### config.mk
export PLATFORM = sky130hd
export DESIGN_NAME = configf_responder
export DESIGN_NICKNAME = d
export VERILOG_FILES = /design/src/rtl/configf_responder.sv
export SDC_FILE = /design/constraint.sdc
export NUM_CORES = 1
export LEC_CHECK = 0
export BUFFER_PORTS_ARGS = -buffer_cell sky130_fd_sc_hd__buf_2
export CORE_MARGIN = 2
export CORE_UTILIZATION = 60
export DETAILED_ROUTE_END_ITERATION = 16
export HOLD_SLACK_MARGIN = 0.02
export PLACE_DENSITY = 0.77
export SYNTH_ARGS = -nofsm -noshare
export SYNTH_HDL_FRONTEND = slang
export SYNTH_SLANG_ARGS = --single-unit
### constraint.sdc
create_clock -name clk -period 17.15 [get_ports clk]
set_input_delay 1.715 -clock clk [delete_from_list [all_inputs] [get_ports clk]]
set_output_delay 1.715 -clock clk [all_outputs]
set_load 0.005 [all_outputs]
### src/rtl/configf_responder.sv
// configf serial responder: synchronizes cs_n/sclk/mosi, decodes addr+data frames into a 16-bit register bank.
// Latency SYNC_STAGES+2 clk from SCLK edge to MISO/write strobe; no backpressure, a frame is accepted whenever cs_n is low.
module configf_responder #(
  parameter int NUM_REGS    = 16,
  parameter int SYNC_STAGES = 2
) (
  input  logic        clk,
  input  logic        reset,
  input  logic        entity_cs_n,
  input  logic        entity_clk,
  input  logic        entity_mosi,
  output logic        entity_miso,
  output logic        reg_wr_pulse,
  output logic [6:0]  reg_wr_addr,
  output logic [15:0] reg_wr_data,
  input  logic [6:0]  core_rd_addr,
  output logic [15:0] core_rd_data,
  output logic        frame_err
);

  typedef enum logic [2:0] {IDLE, ADDR, DATA_WR, DATA_RD, DONE} state_t;

  logic [SYNC_STAGES-1:0] cs_sync_q, cs_sync_d, sck_sync_q, sck_sync_d, mosi_sync_q, mosi_sync_d;
  logic        sck_dly_q, sck_dly_d, rise_q, rise_d, fall_q, fall_d;
  logic        mosi_dly_q, mosi_dly_d, cs_dly_q, cs_dly_d;
  state_t      state_q, state_d;
  logic [3:0]  cnt_q, cnt_d;
  logic [6:0]  addr_q, addr_d;
  logic [14:0] wdata_q, wdata_d;
  logic [15:0] tx_q, tx_d;
  logic [15:0] regs_q [NUM_REGS];
  logic [15:0] regs_d [NUM_REGS];
  logic        wr_pulse_q, wr_pulse_d, frame_err_q, frame_err_d;
  logic [6:0]  wr_addr_q, wr_addr_d;
  logic [15:0] wr_data_q, wr_data_d, core_rd_q, core_rd_d;
  logic        abort, addr_mapped;
  logic [6:0]  byte_nxt;
  logic [15:0] word_nxt, rd_word;

  // Edge strobes, mosi and cs_n are all delayed by one clk so they stay aligned.
  always_comb begin
    cs_sync_d   = {cs_sync_q[SYNC_STAGES-2:0], entity_cs_n};
    sck_sync_d  = {sck_sync_q[SYNC_STAGES-2:0], entity_clk};
    mosi_sync_d = {mosi_sync_q[SYNC_STAGES-2:0], entity_mosi};
    sck_dly_d   = sck_sync_q[SYNC_STAGES-1];
    rise_d      = sck_sync_q[SYNC_STAGES-1] & ~sck_dly_q;
    fall_d      = ~sck_sync_q[SYNC_STAGES-1] & sck_dly_q;
    mosi_dly_d  = mosi_sync_q[SYNC_STAGES-1];
    cs_dly_d    = cs_sync_q[SYNC_STAGES-1];
  end

  assign abort       = cs_dly_q && (state_q == ADDR || state_q == DATA_WR || state_q == DATA_RD);
  assign addr_mapped = int'(addr_q) < NUM_REGS;
  assign byte_nxt    = {addr_q[5:0], mosi_dly_q};
  assign word_nxt    = {wdata_q, mosi_dly_q};

  always_ff @(posedge clk or posedge reset) begin
    if (reset) state_q <= IDLE;
    else       state_q <= state_d;
  end

  // addr_q[6] holds the first address bit, i.e. the write flag, when the 8th bit arrives.
  always_comb begin
    state_d = state_q;
    case (state_q)
      IDLE:    if (!cs_dly_q) state_d = ADDR;
      ADDR: begin
        if (abort) state_d = IDLE;
        else if (rise_q && cnt_q == 4'd7) state_d = addr_q[6] ? DATA_WR : DATA_RD;
      end
      DATA_WR, DATA_RD: begin
        if (abort) state_d = IDLE;
        else if (rise_q && cnt_q == 4'd15) state_d = DONE;
      end
      DONE:    if (cs_dly_q) state_d = IDLE;
      default: state_d = IDLE;
    endcase
  end

  always_comb begin
    cnt_d       = cnt_q;
    addr_d      = addr_q;
    wdata_d     = wdata_q;
    tx_d        = tx_q;
    regs_d      = regs_q;
    wr_pulse_d  = 1'b0;
    wr_addr_d   = wr_addr_q;
    wr_data_d   = wr_data_q;
    frame_err_d = abort;
    rd_word     = 16'h0000;
    core_rd_d   = 16'h0000;
    for (int i = 0; i < NUM_REGS; i++) begin
      if (byte_nxt == 7'(i)) rd_word = regs_q[i];
      if (core_rd_addr == 7'(i)) core_rd_d = regs_q[i];
    end
    case (state_q)
      IDLE: cnt_d = 4'd0;
      ADDR: if (!abort && rise_q) begin
        addr_d = byte_nxt;
        cnt_d  = cnt_q + 4'd1;
        if (cnt_q == 4'd7) begin
          cnt_d = 4'd0;
          tx_d  = rd_word;
        end
      end
      DATA_WR: if (!abort && rise_q) begin
        wdata_d = word_nxt[14:0];
        cnt_d   = cnt_q + 4'd1;
        if (cnt_q == 4'd15 && addr_mapped) begin
          wr_pulse_d = 1'b1;
          wr_addr_d  = addr_q;
          wr_data_d  = word_nxt;
          for (int i = 0; i < NUM_REGS; i++)
            if (addr_q == 7'(i)) regs_d[i] = word_nxt;
        end
      end
      DATA_RD: if (!abort) begin
        if (rise_q) cnt_d = cnt_q + 4'd1;
        if (fall_q) tx_d = {tx_q[14:0], 1'b0};
      end
      default: ;
    endcase
  end

  always_ff @(posedge clk or posedge reset) begin
    if (reset) begin
      cs_sync_q   <= '1;
      sck_sync_q  <= '0;
      mosi_sync_q <= '0;
      sck_dly_q   <= 1'b0;
      rise_q      <= 1'b0;
      fall_q      <= 1'b0;
      mosi_dly_q  <= 1'b0;
      cs_dly_q    <= 1'b1;
      cnt_q       <= 4'd0;
      addr_q      <= 7'd0;
      wdata_q     <= 15'd0;
      tx_q        <= 16'h0000;
      for (int i = 0; i < NUM_REGS; i++) regs_q[i] <= 16'h0000;
      wr_pulse_q  <= 1'b0;
      wr_addr_q   <= 7'd0;
      wr_data_q   <= 16'h0000;
      core_rd_q   <= 16'h0000;
      frame_err_q <= 1'b0;
    end else begin
      cs_sync_q   <= cs_sync_d;
      sck_sync_q  <= sck_sync_d;
      mosi_sync_q <= mosi_sync_d;
      sck_dly_q   <= sck_dly_d;
      rise_q      <= rise_d;
      fall_q      <= fall_d;
      mosi_dly_q  <= mosi_dly_d;
      cs_dly_q    <= cs_dly_d;
      cnt_q       <= cnt_d;
      addr_q      <= addr_d;
      wdata_q     <= wdata_d;
      tx_q        <= tx_d;
      regs_q      <= regs_d;
      wr_pulse_q  <= wr_pulse_d;
      wr_addr_q   <= wr_addr_d;
      wr_data_q   <= wr_data_d;
      core_rd_q   <= core_rd_d;
      frame_err_q <= frame_err_d;
    end
  end

  always_comb begin
    entity_miso  = (state_q == DATA_RD) & tx_q[15];
    reg_wr_pulse = wr_pulse_q;
    reg_wr_addr  = wr_addr_q;
    reg_wr_data  = wr_data_q;
    core_rd_data = core_rd_q;
    frame_err    = frame_err_q;
  end

endmodule

* Yosys cells after proc, flatten, opt, wreduce, memory -nomap -nowiden *
Cells that the tools add are included.
W data, S select, Z words.

storage, ports and cells
  register bits = 353
  logic and storage cells = 193
  bits of input ports = 12
  output and inout bits = 42

cells by class
  bitwise operators = 5
  multiplexer cells = 54
  equality and inequality tests = 61
  reductions and logical operators = 37
  add/sub/neg operators = 1
  order comparisons = 1

operators with widths
  operator               number
  $mux W16               36
  $eq A7 B4 Y1 const B   24
  $eq A7 B3 Y1 const B   12
  $reduce_and A4 Y1      17
  $eq A7 B2 Y1 const B   6
  $pmux W16 S2           1
  $eq A7 B1 Y1 const B   3
  $logic_not A7 Y1       3
  $mux W4                5
  $mux W3                6
  $pmux W4 S4            1
  $pmux W3 S4            1
  $ne A2 B2 Y1 const B   5
  $reduce_and A5 Y1      2
  $lt A7 B5 Y1 const B   1
  $eq A3 B2 Y1 const B   2
  $ne A2 B1 Y1 const B   3
  $logic_and A1 B1 Y1    5
  $add A4 B1 Y4 const B  1
  $eq A4 B3 Y1 const B   1
  $eq A4 B4 Y1 const B   1
  $mux W1                4
  $reduce_and A2 Y1      2
  $reduce_bool A4 Y1     1
  12 further kinds       16

* Logic depth before layout (Yosys ltp) *
Gate-level depths: netlist of run 1.

  depth in word-level cells = 20
  gate-level depth with buffers = 10

* Worst setup path before layout of run 1 *
Ideal clock, no wire load.

  kind = input to register
  from = input port core_rd_addr[0]
  to = register core_rd_q[13] (netlist: core_rd_data[13])
  setup time = 0.136 ns
  buffers on the path = 2
  arrival = 3.472 ns
  cell stages on the path = 7
  setup slack = 13.541 ns
  cell sequence = clkbuf_1 -> buf_1 -> mux4_2 -> mux2i_1 -> o22ai_1 -> o211ai_1 -> o21ai_0

between the ends
  word-level cells in the longest chain between the ends = 17

ends and longest elaborated chain
  element                 RTL line  RTL
  start: declaration      16        input logic [6:0] core_rd_addr,
  $logic_not A7 Y1        94        if (core_rd_addr == 7'(i)) core_rd_d = regs_q[i];
  $mux W16 (15 in a row)  94
  $mux W16 *              94
  net core_rd_d[13]       35        logic [15:0] wr_data_q, wr_data_d, core_rd_q, core_rd_d;
  end signal: assignment  162       core_rd_q <= core_rd_d;
  end: declaration        35

Mark *: on every way through the listed nets, which the timed path passes. The rest lies on a longest branch.
A chain may end at the register's enable or synchronous reset.

* Worst setup path after layout of run 1 *
  from = input port core_rd_addr[0]
  to = register core_rd_q[0] (netlist: core_rd_data[0])

Same word-level chain as after synthesis.

==> results_tabular.tex, run 1 <==
\begin{tabular}{lr}
\hline
Metric & Value \\
\hline
\multicolumn{2}{l}{\textbf{STA}} \\
\quad Max Clock Freq & about 240 MHz \\
\quad Hold violation total from the final report & 0 \\
\quad Aggregate negative setup slack & 0 ns \\
\quad Crit share post-route & about a quarter \\
\quad Worst slew pin tran & roughly 1.3 ns \\
\quad Count of pins over their slew limit & 0 \\
\quad Setup repair after global routing missed its margin & false \\
\quad Min Tclk post-route & between 4 and 5 ns \\
\quad Setup violation total in the final timing report & 0 \\
\quad Largest clock skew in the final design & $\sim$0.025 ns \\
\quad Normalized max-slew margin & 14.05\% \\
\multicolumn{2}{l}{\textbf{Worst setup path}} \\
\quad Crit-path max FO & 66 \\
\quad Critical path required time & roughly 18 ns \\
\quad Worst flop-to-flop path startpoint & state\_q[2] \\
\quad Category of the worst setup path capture point & register \\
\quad Element type at the critical path start & primary input \\
\quad Startpoint of the most critical setup path & core\_rd\_addr[0] \\
\quad Critical path class & in2reg \\
\quad WP data arrival & between 4 and 5 ns \\
\multicolumn{2}{l}{\textbf{Synth}} \\
\quad Async set or reset register ratio after synthesis & 100.0\% \\
\quad Average size of a mapped cell & $\sim$11 um\^{}2 \\
\quad Yosys synthesis warning count & 0 \\
\quad Cell count after synthesis & around 1700 \\
\quad Net count of the mapped netlist & between 1500 and 2000 \\
\quad Count of cell types in the netlist & 74 \\
\quad Post-synth EDFFs & 0 \\
\quad Number of storage elements in the synthesis netlist & 353 \\
\quad Predominant post-synthesis flop cell & sky130\_fd\_sc\_hd\_\_dfrtp\_1 \\
\quad Sequential area share after synthesis & between 40\% and 50\% \\
\quad Combined area of all synthesized cells & between 15000 and 20000 um\^{}2 \\
\multicolumn{2}{l}{\textbf{Detailed routing}} \\
\quad Initial detailed-routing violation count & between 2000 and 2500 \\
\quad Average wire length per cell after detail routing & 28.30 um \\
\quad Number of nets with antenna violations after detailed routing & 0 \\
\quad DR vias & around 15000 \\
\quad Number of remaining DRC errors & 0 \\
\quad DR pass1 iterations & 6 \\
\quad Detailed Route WL & 59270 um \\
\quad Via density & between 7 and 8 \\
\multicolumn{2}{l}{\textbf{Floorplan}} \\
\quad Overall die height & 179.4 um \\
\quad Std cell rows & 64 \\
\quad Floorplan die width & around 180 um \\
\quad Die ar. & $\sim$32000 um\^{}2 \\
\quad Initial core utilization & between 60\% and 70\% \\
\quad Core Box Area & between 30000 and 40000 um\^{}2 \\
\quad Number of top-level design ports & 54 \\
\multicolumn{2}{l}{\textbf{Clocking}} \\
\quad Clock transition at path regs & about 0.060 ns \\
\quad Cts bufs inserted & 38 \\
\quad Maximum root-to-sink buffer count & 3 \\
\quad Number of H-tree levels & 2 \\
\quad Hold buffers post-CTS & 0 \\
\quad Total number of clock tree sinks & 353 \\
\quad Number of setup buffers added after CTS & 0 \\
\quad CTS tree & built \\
\quad Worst-Skew Late Latency & $\sim$0.55 ns \\
\quad CTS root buffer & sky130\_fd\_sc\_hd\_\_clkbuf\_16 \\
\quad Post-CTS resize count & 0 \\
\multicolumn{2}{l}{\textbf{Cells and area}} \\
\quad Most used cells in the layout excluding fill and tap cells & sky130\_fd\_sc\_hd\_\_dfrtp\_1 (347), sky130\_fd\_sc\_hd\_\_mux2\_2 (286), sky130\_fd\_sc\_hd\_\_nand2\_1 (147) \\
\quad Antenna Diode Count & 0 \\
\quad Most frequent standard cell in the layout excluding fill and tap cells & sky130\_fd\_sc\_hd\_\_dfrtp\_1 \\
\quad Share of layout cells above drive strength 1 & between 20\% and 30\% \\
\quad Layout overhead on the synthesized area & 9.271\% \\
\quad Layout filler cell count & $\sim$2300 \\
\quad Post-layout net count & around 1700 \\
\multicolumn{2}{l}{\textbf{Power and ir drop}} \\
\quad P\_leak & 9.319 nW \\
\quad Worst-case vdd ir drop & 0.07377 mV \\
\quad Sum of internal, switching and leakage power & around 2.0 mW \\
\quad Power Density & 100.0 nW/um\^{}2 \\
\multicolumn{2}{l}{\textbf{Run}} \\
\quad Max-cap violations & 0 \\
\multicolumn{2}{l}{\textbf{GRT}} \\
\quad Number of antenna violations at the first check in global routing & 2 \\
\quad Wire length of the first global-routing pass & 90380 um \\
\quad Sum of overflow across all layers after global routing & 0 \\
\quad Global-route usage over all layers & a little over a third \\
\quad Largest net degree at the start of global routing & 160 \\
\quad Via count of the first global-routing pass & around 14000 \\
\multicolumn{2}{l}{\textbf{Place}} \\
\quad Post-DP HPWL & 39060 um \\
\quad Port-buffer cells & 53 \\
\quad Final weighted congestion in routability-driven placement & around 0.96 \\
\multicolumn{2}{l}{\textbf{Min path}} \\
\quad Launch point of the worst hold path & cs\_sync\_q[0] \\
\quad Type of the tightest min-delay check & reg2reg \\
\multicolumn{2}{l}{\textbf{Outcome}} \\
\quad Result of the run & complete, no violations \\
\hline
\end{tabular}
[logic make-up (layout without fill, tap and decap cells)]
logic type	Yosys count	count (layout)	synth area share, %
compound gates	429	429	14.12
mux	381	381	24.37
simple gates	372	372	9.827
flops	353	353	47.87
buf+inv	171	162	3.741
fa+ha+maj	1	1	0.06776
[metrics by stage]
stage	setup slack [ns]	util [%]	hold slack (ns)	cell area (um^2)	instances
floorplan	5.648	-	0.3312	18460	1707
global placement	12.65	61.89	0.3317	18830	2024
detailed placement	12.58	61.89	0.3370	18830	2024
CTS	13.09	66.30	0.3533	20170	2094
global route	12.88	66.30	0.3580	20170	2094
finish	12.95	66.30	0.3520	20170	2094
[where the power goes]
part	internal (mW)	switching, mW
Sequential	0.840	0.0331
Clock	0.518	0.354
Combinational	0.0732	0.199
Total	1.43	0.586
[critical path, cell delays in order]
cell	delay [ns]
sky130_fd_sc_hd__buf_4	0.65
sky130_fd_sc_hd__buf_4	0.57
sky130_fd_sc_hd__nor2b_1	0.81
sky130_fd_sc_hd__nand2_1	0.12
sky130_fd_sc_hd__o21ai_0	0.11
sky130_fd_sc_hd__a21oi_1	0.13
sky130_fd_sc_hd__o22ai_1	0.28
sky130_fd_sc_hd__o2bb2ai_1	0.17
[path summary, 6_finish.rpt]
| check | end | depth (start not counted) | slack (ns) |
|---|---|---|---|
| max | core_rd_data[0] | 8 | 12.95 |
| min | cs_sync_q[1] | 0 | 0.35 |
| max reg2reg | regs_q[13] | 7 | 13.06 |
| min reg2reg | cs_sync_q[1] | 0 | 0.35 |
| max in group asynchronous | tx_q[9] | 3 | 14.19 |
| min in group asynchronous | reg_wr_addr[4] | 2 | 1.35 |
[state kept, by name, indices dropped and copies added, names as in the netlist, 3 cells and up]
name          count
regs_q          256
state_q           3
reg_wr_data      16
core_rd_data     16
addr_q            7
wdata_q          15
tx_q             16
reg_wr_addr       7
cnt_q             4
[cell usage after synthesis (17+ instances only)]
library cell / n / area [um^2]
sky130_fd_sc_hd__o21ai_0: 140 / 700.7
sky130_fd_sc_hd__nand3_1: 26 / 130.1
sky130_fd_sc_hd__mux2i_1: 64 / 640.6
sky130_fd_sc_hd__a21oi_1: 111 / 555.5
sky130_fd_sc_hd__nor2_1: 81 / 304.0
sky130_fd_sc_hd__o22ai_1: 43 / 269.0
sky130_fd_sc_hd__a31oi_1: 17 / 106.4
sky130_fd_sc_hd__clkbuf_1: 87 / 326.6
sky130_fd_sc_hd__dfrtp_1: 350 / 8758
sky130_fd_sc_hd__mux4_2: 23 / 518.0
sky130_fd_sc_hd__nor2b_1: 20 / 125.1
sky130_fd_sc_hd__buf_1: 49 / 183.9
sky130_fd_sc_hd__nand2_1: 147 / 551.8
sky130_fd_sc_hd__mux2_2: 286 / 3221
[area by class of cell]
type                            instances  area (um^2)  area share, %
Clock buffer                           56         1202          5.960
Clock inverter                         14        138.9         0.6885
Inverter                               17        71.32         0.3535
Multi-Input combinational cell       1183         8971          44.47
Sequential cell                       353         8846          43.85
Tap cell                              396        495.5          2.456
Timing Repair Buffer                   75        447.9          2.220
[per-layer routing]
| metal | up-vias | part of all wire, % | wire [um] | track usage [%] |
|---|---|---|---|---|
| li1 | 6193 | - | - | - |
| met2 | 971 | 44 | 26000 | 53.72 |
| met1 | 7437 | 41 | 24190 | 53.13 |
| met4 | 4 | 4.1 | 2411 | 13.53 |
| met5 | - | 0.044 | 26 | 0 |
| met3 | 161 | 11 | 6632 | 7.861 |
(Power assumes the default switching activity.)
==> run 2: changes to the inputs <==
- CORE_UTILIZATION: 60 -> 57
- clock period: 17.15 -> 3.65 ns (I/O delays scaled with it)
==> results_tabular.tex, run 2 (synthesis gave the netlist of run 1 again) <==
\begin{tabular}{lr}
\hline
Metric & Value \\
\hline
\multicolumn{2}{l}{\textbf{Outcome}} \\
\quad Result of the run & complete, no violations \\
\multicolumn{2}{l}{\textbf{Detailed routing}} \\
\quad Number of remaining DRC errors & 0 \\
\quad Number of nets with antenna violations after detailed routing & 0 \\
\quad Initial detailed-routing violation count & around 1700 \\
\quad DR pass1 iterations & 6 \\
\quad Average wire length per cell after detail routing & roughly 27 um \\
\quad Detailed Route WL & around 58000 um \\
\quad Via density & 6.865 \\
\quad DR vias & 14780 \\
\multicolumn{2}{l}{\textbf{Clocking}} \\
\quad CTS tree & built \\
\quad Clock transition at path regs & $\sim$0.06 ns \\
\quad CTS root buffer & sky130\_fd\_sc\_hd\_\_clkbuf\_16 \\
\quad Hold buffers post-CTS & 4 \\
\quad Number of H-tree levels & 2 \\
\quad Number of setup buffers added after CTS & 0 \\
\quad Worst-Skew Late Latency & roughly 0.54 ns \\
\quad Post-CTS resize count & 0 \\
\quad Total number of clock tree sinks & 353 \\
\quad Maximum root-to-sink buffer count & 3 \\
\quad Cts bufs inserted & 39 \\
\multicolumn{2}{l}{\textbf{Place}} \\
\quad Post-Place Worst Slack & just under 0.6 ns \\
\quad Final weighted congestion in routability-driven placement & $\sim$0.97 \\
\quad Post-DP HPWL & 39290 um \\
\quad Port-buffer cells & between 50 and 60 \\
\quad Placed cells & just over 2000 \\
\multicolumn{2}{l}{\textbf{Floorplan}} \\
\quad Overall die height & around 180 um \\
\quad Die ar. & $\sim$34000 um\^{}2 \\
\quad Std cell rows & 65 \\
\quad Core Box Area & roughly 32000 um\^{}2 \\
\quad Floorplan die width & about 180 um \\
\quad Initial core utilization & between 50\% and 60\% \\
\quad Number of top-level design ports & 54 \\
\multicolumn{2}{l}{\textbf{Power and ir drop}} \\
\quad Sum of internal, switching and leakage power & 9.469 mW \\
\quad P\_leak & between 9 and 10 nW \\
\quad Worst-case vdd ir drop & 0.4073 mV \\
\quad Power Density & $\sim$460 nW/um\^{}2 \\
\multicolumn{2}{l}{\textbf{STA}} \\
\quad Worst Slack Setup Final & between 0.5 and 0.6 ns \\
\quad Max Clock Freq & between 300 and 400 MHz \\
\quad Setup repair after global routing missed its margin & false \\
\quad Hold violation total from the final report & 0 \\
\quad Count of pins over their slew limit & 0 \\
\quad Crit share post-route & around 86\% \\
\quad Setup violation total in the final timing report & 0 \\
\quad Min Tclk post-route & 3.129 ns \\
\quad Normalized max-slew margin & between 30\% and 40\% \\
\quad Worst slew pin tran & around 1.0 ns \\
\quad Largest clock skew in the final design & approximately 0.019 ns \\
\multicolumn{2}{l}{\textbf{Cells and area}} \\
\quad Layout overhead on the synthesized area & 11.30\% \\
\quad Number of standard cells in the layout, taps in and fillers out & approximately 2200 \\
\quad Post-layout net count & between 1500 and 2000 \\
\quad Largest reg by FF count & regs\_q \\
\quad Most used cells in the layout excluding fill and tap cells & sky130\_fd\_sc\_hd\_\_dfrtp\_1 (347), sky130\_fd\_sc\_hd\_\_mux2\_2 (286), sky130\_fd\_sc\_hd\_\_nand2\_1 (147) \\
\quad Share of layout cells above drive strength 1 & a little under a third \\
\quad Most frequent standard cell in the layout excluding fill and tap cells & sky130\_fd\_sc\_hd\_\_dfrtp\_1 \\
\quad Number of flip-flops under the largest register name & around 260 \\
\quad Core utilization of the finished layout & between 60\% and 70\% \\
\multicolumn{2}{l}{\textbf{GRT}} \\
\quad Number of antenna violations at the first check in global routing & 0 \\
\quad Sum of overflow across all layers after global routing & 0 \\
\quad Global-route usage over all layers & around a third \\
\quad Wire length of the first global-routing pass & approximately 90000 um \\
\quad Largest net degree at the start of global routing & between 100 and 150 \\
\quad Via count of the first global-routing pass & around 15000 \\
\multicolumn{2}{l}{\textbf{Worst setup path}} \\
\quad Category of the worst setup path capture point & register \\
\quad Crit path cell chain & nor2\_4 > nand4b\_4 > or4\_2 > inv\_2 > nand2\_1 > nor2\_2 > buf\_4 > mux2\_2 \\
\quad Cell type of the slowest stage on the worst timing path & sky130\_fd\_sc\_hd\_\_or4\_2 \\
\quad Element type at the critical path start & register \\
\quad WP data arrival & approximately 3.5 ns \\
\quad Delay contributed by the slowest stage of the critical path & around 1.0 ns \\
\quad Critical path class & reg2reg \\
\quad Crit-path max FO & 19 \\
\quad Critical path required time & 4.06 ns \\
\multicolumn{2}{l}{\textbf{Run}} \\
\quad Max-cap violations & 0 \\
\multicolumn{2}{l}{\textbf{Min path}} \\
\quad Type of the tightest min-delay check & reg2reg \\
\hline
\end{tabular}
-- run 2: cell types whose count changed in the layout (fill, tap and decap cells not counted), sizes merged --
cell,delta
buf,+47
dlygate4sd3,+4
bufinv,+2
clkinv,-2
clkinvlp,-2
inv,+2
clkbuf,+1
diode,+1
-- run 2: area by class of cell --
class,instances,area [um^2]
antenna,1,2.502
clock buffer,57,1114
clock inverter,14,188.9
fill,2447,11170
inverter,17,67.56
multi-input combinational,1183,8947
sequential,353,8846
tap,402,503.0
timing repair buffer,126,878.3
-- run 2: metal layers --
metal	GRT usage (%)	vias up	part of all wire (%)	routed length, um
met5	0	-	0	0
li1	-	6303	-	-
met2	52.65	822	45	25940
met4	14.59	0	4.3	2505
met1	49.32	7499	41	24110
met3	8.082	157	9.8	5707
-- run 2: worst paths after layout --
check / start / end / slack, ns / cells after the start
worst max register to register: state_q[2] / regs_q[74] / 0.52 / 8
worst min-delay path: mosi_sync_q[1] / mosi_dly_q / 0.35 / 0
max in group asynchronous: reset / core_rd_data[12] / 2.07 / 4
min in group asynchronous: reset / regs_q[189] / 0.54 / 3
worst min register to register: mosi_sync_q[1] / mosi_dly_q / 0.35 / 0
worst max-delay path: state_q[2] / regs_q[74] / 0.52 / 8
-- run 2: metrics by stage --
| stage | TNS (ns) | cell area (um^2) | hold slack (ns) |
|---|---|---|---|
| after floorplan | -504.78 | 18470 | 0.3312 |
| after global placement | 0 | 19200 | 0.3325 |
| after detailed placement | 0 | 19200 | 0.3456 |
| after CTS | 0 | 20540 | 0.3452 |
| after global routing | 0 | 20540 | 0.3576 |
| final | 0 | 20550 | 0.3522 |
-- run 2: worst max-delay path: cells and delay by family (launching register included) --
family	cells	cell delay, ns
DFF	1	0.49
and+or+nand+nor	5	1.68
muxes	1	0.38
buffers and inverters	2	0.44
-- run 2: report_power, final --
| part | switching (mW) | internal (mW) |
|---|---|---|
| sequential | 0.0978 | 3.95 |
| combinational | 0.984 | 0.412 |
| clock | 1.62 | 2.41 |
